### config.mk
export PLATFORM = sky130hd
export DESIGN_NAME = bmw_pop_monitor
export DESIGN_NICKNAME = d
export VERILOG_FILES = /design/src/rtl/bmw_pop_monitor.sv
export SDC_FILE = /design/constraint.sdc
export NUM_CORES = 1
export LEC_CHECK = 0
export CORE_ASPECT_RATIO = 1.75
export CORE_MARGIN = 10
export CORE_UTILIZATION = 55
export CTS_CLUSTER_SIZE = 10
export DETAILED_ROUTE_END_ITERATION = 16
export MAX_ROUTING_LAYER = met4
export PLACE_DENSITY = 0.86
export REMOVE_ABC_BUFFERS = 1
export SLEW_MARGIN = 5
export SYNTH_ARGS = -nofsm -noshare
export SYNTH_HDL_FRONTEND = slang
export SYNTH_SLANG_ARGS = --single-unit
### constraint.sdc
create_clock -name i_clk -period 7.4 [get_ports i_clk]
set_input_delay 0.74 -clock i_clk [delete_from_list [all_inputs] [get_ports i_clk]]
set_output_delay 0.74 -clock i_clk [all_outputs]
set_load 0.02 [all_outputs]
### src/rtl/bmw_pop_monitor.sv
// Pop-side checker for a min-priority queue: tracks occupancy, classifies push/pop requests and
// verifies that every popped priority respects the lower bound implied by the traffic seen so far.
module bmw_pop_monitor #(
    parameter int PTW      = 16,
    parameter int MTW      = 17,
    parameter int CTW      = 17,
    parameter int CAPACITY = 87380,
    parameter int POP_LAT  = 2,
    parameter int CNTW     = 32
) (
    input  logic                 i_clk,
    input  logic                 i_arst_n,
    input  logic                 i_push,
    input  logic [MTW+PTW-1:0]   i_push_data,
    input  logic                 i_pop,
    input  logic [MTW+PTW-1:0]   i_pop_data,
    output logic [CTW-1:0]       o_occupancy,
    output logic [1:0]           o_state,
    output logic [CNTW-1:0]      o_pop_count,
    output logic [CNTW-1:0]      o_err_count,
    output logic                 o_err_underflow,
    output logic                 o_err_overflow,
    output logic                 o_err_collide,
    output logic                 o_err_order,
    output logic [MTW+PTW-1:0]   o_first_err_data
);

    typedef enum logic [1:0] {
        ST_EMPTY   = 2'd0,
        ST_PARTIAL = 2'd1,
        ST_FULL    = 2'd2
    } state_t;

    state_t           state_q;
    state_t           state_d;
    logic [CTW-1:0]   occ_q;
    logic [CTW-1:0]   occ_d;
    logic [PTW-1:0]   lb_q;
    logic [PTW-1:0]   lb_d;

    logic [POP_LAT-1:0] pipe_v_q;
    logic [PTW-1:0]     pipe_s_q [POP_LAT];

    logic             collide;
    logic             underflow;
    logic             overflow;
    logic             legal_push;
    logic             legal_pop;
    logic             exit_valid;
    logic [PTW-1:0]   exit_snap;
    logic [PTW-1:0]   push_prio;
    logic [PTW-1:0]   pop_prio;
    logic             order_err;
    logic [1:0]       err_inc;
    logic [CNTW:0]    err_sum;
    logic [CNTW-1:0]  err_count_d;
    logic [CNTW-1:0]  pop_count_d;

    logic unused_push_meta;
    assign unused_push_meta = ^i_push_data[MTW+PTW-1:PTW];

    assign push_prio  = i_push_data[PTW-1:0];
    assign pop_prio   = i_pop_data[PTW-1:0];

    // A simultaneous push and pop is illegal, so neither request is applied in that cycle.
    assign collide    = i_push & i_pop;
    assign underflow  = i_pop & ~i_push & (state_q == ST_EMPTY);
    assign overflow   = i_push & ~i_pop & (state_q == ST_FULL);
    assign legal_push = i_push & ~i_pop & (state_q != ST_FULL);
    assign legal_pop  = i_pop & ~i_push & (state_q != ST_EMPTY);

    assign exit_valid = pipe_v_q[POP_LAT-1];
    assign exit_snap  = pipe_s_q[POP_LAT-1];
    assign order_err  = exit_valid & (pop_prio < exit_snap);

    always_comb begin
        occ_d   = occ_q;
        state_d = state_q;
        if (legal_push) begin
            occ_d = occ_q + CTW'(1);
        end else if (legal_pop) begin
            occ_d = occ_q - CTW'(1);
        end
        if (occ_d == '0) begin
            state_d = ST_EMPTY;
        end else if (occ_d == CTW'(CAPACITY)) begin
            state_d = ST_FULL;
        end else begin
            state_d = ST_PARTIAL;
        end
    end

    // A checked pop resets the bound to its own priority; a push landing in the same cycle may lower it.
    always_comb begin
        lb_d = lb_q;
        if (exit_valid) begin
            if (legal_push && (push_prio < pop_prio)) begin
                lb_d = push_prio;
            end else begin
                lb_d = pop_prio;
            end
        end else if (legal_push && (push_prio < lb_q)) begin
            lb_d = push_prio;
        end
    end

    always_comb begin
        err_inc     = {1'b0, collide | underflow | overflow} + {1'b0, order_err};
        err_sum     = {1'b0, o_err_count} + (CNTW+1)'(err_inc);
        err_count_d = err_sum[CNTW] ? '1 : err_sum[CNTW-1:0];
        pop_count_d = o_pop_count;
        if (exit_valid && (o_pop_count != '1)) begin
            pop_count_d = o_pop_count + CNTW'(1);
        end
    end

    always_ff @(posedge i_clk or negedge i_arst_n) begin
        if (!i_arst_n) begin
            state_q <= ST_EMPTY;
            occ_q   <= '0;
            lb_q    <= '1;
        end else begin
            state_q <= state_d;
            occ_q   <= occ_d;
            lb_q    <= lb_d;
        end
    end

    always_ff @(posedge i_clk or negedge i_arst_n) begin
        if (!i_arst_n) begin
            pipe_v_q <= '0;
            for (int i = 0; i < POP_LAT; i++) begin
                pipe_s_q[i] <= '0;
            end
        end else begin
            for (int i = POP_LAT-1; i > 0; i--) begin
                pipe_v_q[i] <= pipe_v_q[i-1];
                pipe_s_q[i] <= pipe_s_q[i-1];
            end
            pipe_v_q[0] <= legal_pop;
            pipe_s_q[0] <= lb_q;
        end
    end

    always_ff @(posedge i_clk or negedge i_arst_n) begin
        if (!i_arst_n) begin
            o_pop_count      <= '0;
            o_err_count      <= '0;
            o_err_underflow  <= 1'b0;
            o_err_overflow   <= 1'b0;
            o_err_collide    <= 1'b0;
            o_err_order      <= 1'b0;
            o_first_err_data <= '0;
        end else begin
            o_pop_count     <= pop_count_d;
            o_err_count     <= err_count_d;
            o_err_underflow <= o_err_underflow | underflow;
            o_err_overflow  <= o_err_overflow | overflow;
            o_err_collide   <= o_err_collide | collide;
            o_err_order     <= o_err_order | order_err;
            if (order_err && !o_err_order) begin
                o_first_err_data <= i_pop_data;
            end
        end
    end

    assign o_occupancy = occ_q;
    assign o_state     = state_q;

endmodule
==> flow_metrics.env <==
export IMPL_outcome="completed"
export IMPL_r2r_cells=16
export IMPL_required_ns=7.73
export IMPL_num_vias=7031
export IMPL_slowest_stage="nor4_1"
export IMPL_die_area_sq_um=21500
export IMPL_rrSetupSlack_ns=2.18
export IMPL_die_w_um=115
export IMPL_htreeDepth=4
export IMPL_drt_drc_violations_left=0
export IMPL_yosysMostFrequentCell="dfrtp_1"
export IMPL_gp_congestion=0.895
export IMPL_wl_per_cell_um=19.6
export IMPL_min_delay_start="pipe_s_q[25]$_DFF_PN0_"
export IMPL_drive_gt1_share_pct=11.1
export IMPL_viasPerCell=5.93
export IMPL_core_area_sq_um=15500
export IMPL_netlist_area_sq_um=8730
export IMPL_synth_seq_cells=170
export IMPL_final_antenna_net_count=0
export IMPL_finalSetupTns_ns=0
export IMPL_crit_path_start="i_pop_data[5]"
export IMPL_cts_resized=0
export IMPL_leakage_nw=5.14
export IMPL_path_max_fanout=27
export IMPL_p_per_area_nw_per_um2=275
export IMPL_cts_buffers=17
export IMPL_synth_enable_flop_cells=0
export IMPL_grtUsageTotal_pct=22.1
export IMPL_min_period_ns=5.72
export IMPL_cts_root_buffer="clkbuf_16"
export IMPL_wl_mm=23.2
export IMPL_slew_viol_final=0
export IMPL_ys_warn_count=0
export IMPL_synthCells=819
export IMPL_cts_sinks=170
export IMPL_yosysSeqAreaShare_pct=49.0
export IMPL_clk_pin_slew_ns=0.07
export IMPL_boundaryPins=190
export IMPL_grt_max_degree=90
export IMPL_synth_top_flop_cell="dfrtp_1"
export IMPL_syn_area_per_cell_sq_um=10.7
export IMPL_initial_core_util_pct=56.4
export IMPL_ys_top_cells_by_count="dfrtp_1 (154), nand2_1 (81), inv_1 (57), ha_1 (49), mux2_2 (48)"
export IMPL_critPathLaunchType="input pin"
export IMPL_worstSkewPairLatency_ns=0.43
export IMPL_synthToLayoutAreaGrowth_pct=28.2
export IMPL_hold_viol=0
export IMPL_cp_cell_sequence="clkdlybuf4s50_1, ha_1, a21o_1, a21o_1, a21o_1, o311a_1, or4_1, fa_1, inv_1, ha_1, nand3_1, nor4_1, and2b_1, and4_1, nand2_1, o21ai_0"
export IMPL_slew_headroom_pct=28.0
export IMPL_drt_iter0_drc=323
export IMPL_path_class="input pin to register"
export IMPL_fin_util_pct=72.4
export IMPL_portBuffers=172
export IMPL_crit_arrival_ns=6.05
export IMPL_grt_pass1_wl_mm=37.5
export IMPL_first_pass_iters=7
export IMPL_finalNetCount=1106
export IMPL_rsz0062_at_grt="false"
export IMPL_rr_endpoint="o_err_count[8]$_DFF_PN0_"
export IMPL_post_cts_repair_setup_buffers=0
export IMPL_synthTopCellsByArea="dfrtp_1 (44%), ha_1 (7.0%), mux2_2 (6.2%)"
export IMPL_cts_tree="done"
export IMPL_worstMarginPinSlew_ns=1.08
export IMPL_cp_end_kind="register"
export IMPL_synth_largest_area_cell="dfrtp_1"
export IMPL_chipHeight_um=187
export IMPL_grt_ovfl_total=0
export IMPL_cts_buffer_depth=2
export IMPL_final_setup_skew_ns=0.0178
export IMPL_finalCritPeriodShare_pct=77.3
export IMPL_critPathMaxStageDelay_ns=0.58
export IMPL_cp_common_cell="a21o_1"
export IMPL_r2r_start="exit_snap[5]$_DFF_PN0_"
export IMPL_netlist_area_leader_share_pct=44.1
export IMPL_grt_pass1_vias=7369
export IMPL_num_rows=60
export IMPL_hold_buffers=0
export IMPL_ys_async_sr_fraction_pct=100
export IMPL_diodes=0
export IMPL_hold_path_class="register to register"
export IMPL_critPathCapture="o_err_count[8]$_DFF_PN0_"
export IMPL_ir_worst_vdd_v=0.000195
export IMPL_setup_viol=0
export IMPL_drv_cap=0
export IMPL_antenna_found_initial=0
export IMPL_place_detailed_hpwl_mm=16.9
export IMPL_fmax_mhz=175
export IMPL_synth_cell_types=66
[per-layer routing]
metal | wire length (um) | part of all wire [%] | up-vias | track usage, %
li1 | - | - | 3260 | -
met1 | 8530 | 37 | 3468 | 23.5
met2 | 12600 | 54 | 250 | 38.3
met3 | 1100 | 4.7 | 53 | 3.40
met4 | 937 | 4.0 | 0 | 10.9
met5 | 0 | 0 | - | -
[stage by stage]
stage                     hold WS (ns)  instance area, sq um  power, W  std cells  setup WS, ns
final                            0.350                 11200   0.00308       1185          1.68
after detailed placement         0.336                 10600   0.00220       1153          1.25
after CTS                        0.351                 11200   0.00310       1185          1.71
after floorplan                  0.331                  8600   0.00179        791          2.69
after global placement           0.331                 10600   0.00216       1153          1.39
after global routing             0.357                 11200   0.00325       1185          1.37
[critical path: cells and delay by family]
family / cells / cell delay [ns]
and+or+nand+nor: 6 / 2.55
AOI/OAI and AO/OA: 5 / 1.21
adders and majority gates: 3 / 0.96
buffers and inverters: 2 / 0.57
[layout by cell type (no fill, tap or decap), types with 9 or more instances in the layout]
master and n:
dfrtp_1 154, nand4_1 23, a21oi_1 17, dfstp_2 16, and3_1 15, clkdlybuf4s50_1 171, nand3_1 42, nand2_1 81
nand2b_1 10, a21o_1 19, clkbuf_16 17, o21ai_0 11, xnor2_1 31, nor2_1 29, o2111ai_1 17, and4_1 9
ha_1 49, nor3_1 19, mux2_2 48, xor2_1 37, inv_1 57, o211ai_1 19
[state kept, by name, indices dropped and copies added (netlist names)]
register,cells
o_err_collide,1
o_pop_count,32
o_first_err_data,33
o_err_underflow,1
o_err_order,1
pipe_v_q,2
lb_q,16
o_err_count,32
exit_snap,16
o_occupancy,17
o_err_overflow,1
o_state,2
pipe_s_q,16
[kinds of logic (layout without fill, tap and decap cells)]
| family | after synthesis | in the layout | share of synthesized area [%] |
|---|---|---|---|
| and+or+nand+nor | 268 | 268 | 15.9 |
| DFF | 170 | 170 | 49.0 |
| AOI/OAI and AO/OA | 125 | 125 | 10.5 |
| buffers and inverters | 87 | 267 | 4.07 |
| xor gates and xnor gates | 68 | 68 | 6.82 |
| muxes | 51 | 51 | 6.55 |
| adders and majority gates | 50 | 50 | 7.25 |
[worst min-delay path by stage]
stage | depth (start not counted) | slack (ns) | to
after detailed placement | 0 | 0.34 | pipe_v_q[1]$_DFF_PN0_
after CTS | 0 | 0.35 | exit_snap[8]$_DFF_PN0_
after global placement | 0 | 0.33 | exit_snap[12]$_DFF_PN0_
final | 0 | 0.35 | exit_snap[9]$_DFF_PN0_
after global routing | 0 | 0.36 | exit_snap[9]$_DFF_PN0_
after floorplan | 0 | 0.33 | exit_snap[0]$_DFF_PN0_
[cell type report]
class	instances	area, sq um
Multi-Input combinational cell	562	4110
Inverter	59	221
Sequential cell	170	4270
Tap cell	186	233
Clock inverter	14	168
Fill cell	1075	4270
Timing Repair Buffer	176	1750
Clock buffer	18	439
[power by group]
| part | switching, W | total [W] | internal (W) |
|---|---|---|---|
| Combinational | 0.000460 | 0.000869 | 0.000409 |
| Clock | 0.000426 | 0.000893 | 0.000467 |
| Sequential | 0.000187 | 0.00132 | 0.00113 |
| Total | 0.00107 | 0.00308 | 0.00200 |
Power figures use the tool's default switching activity.
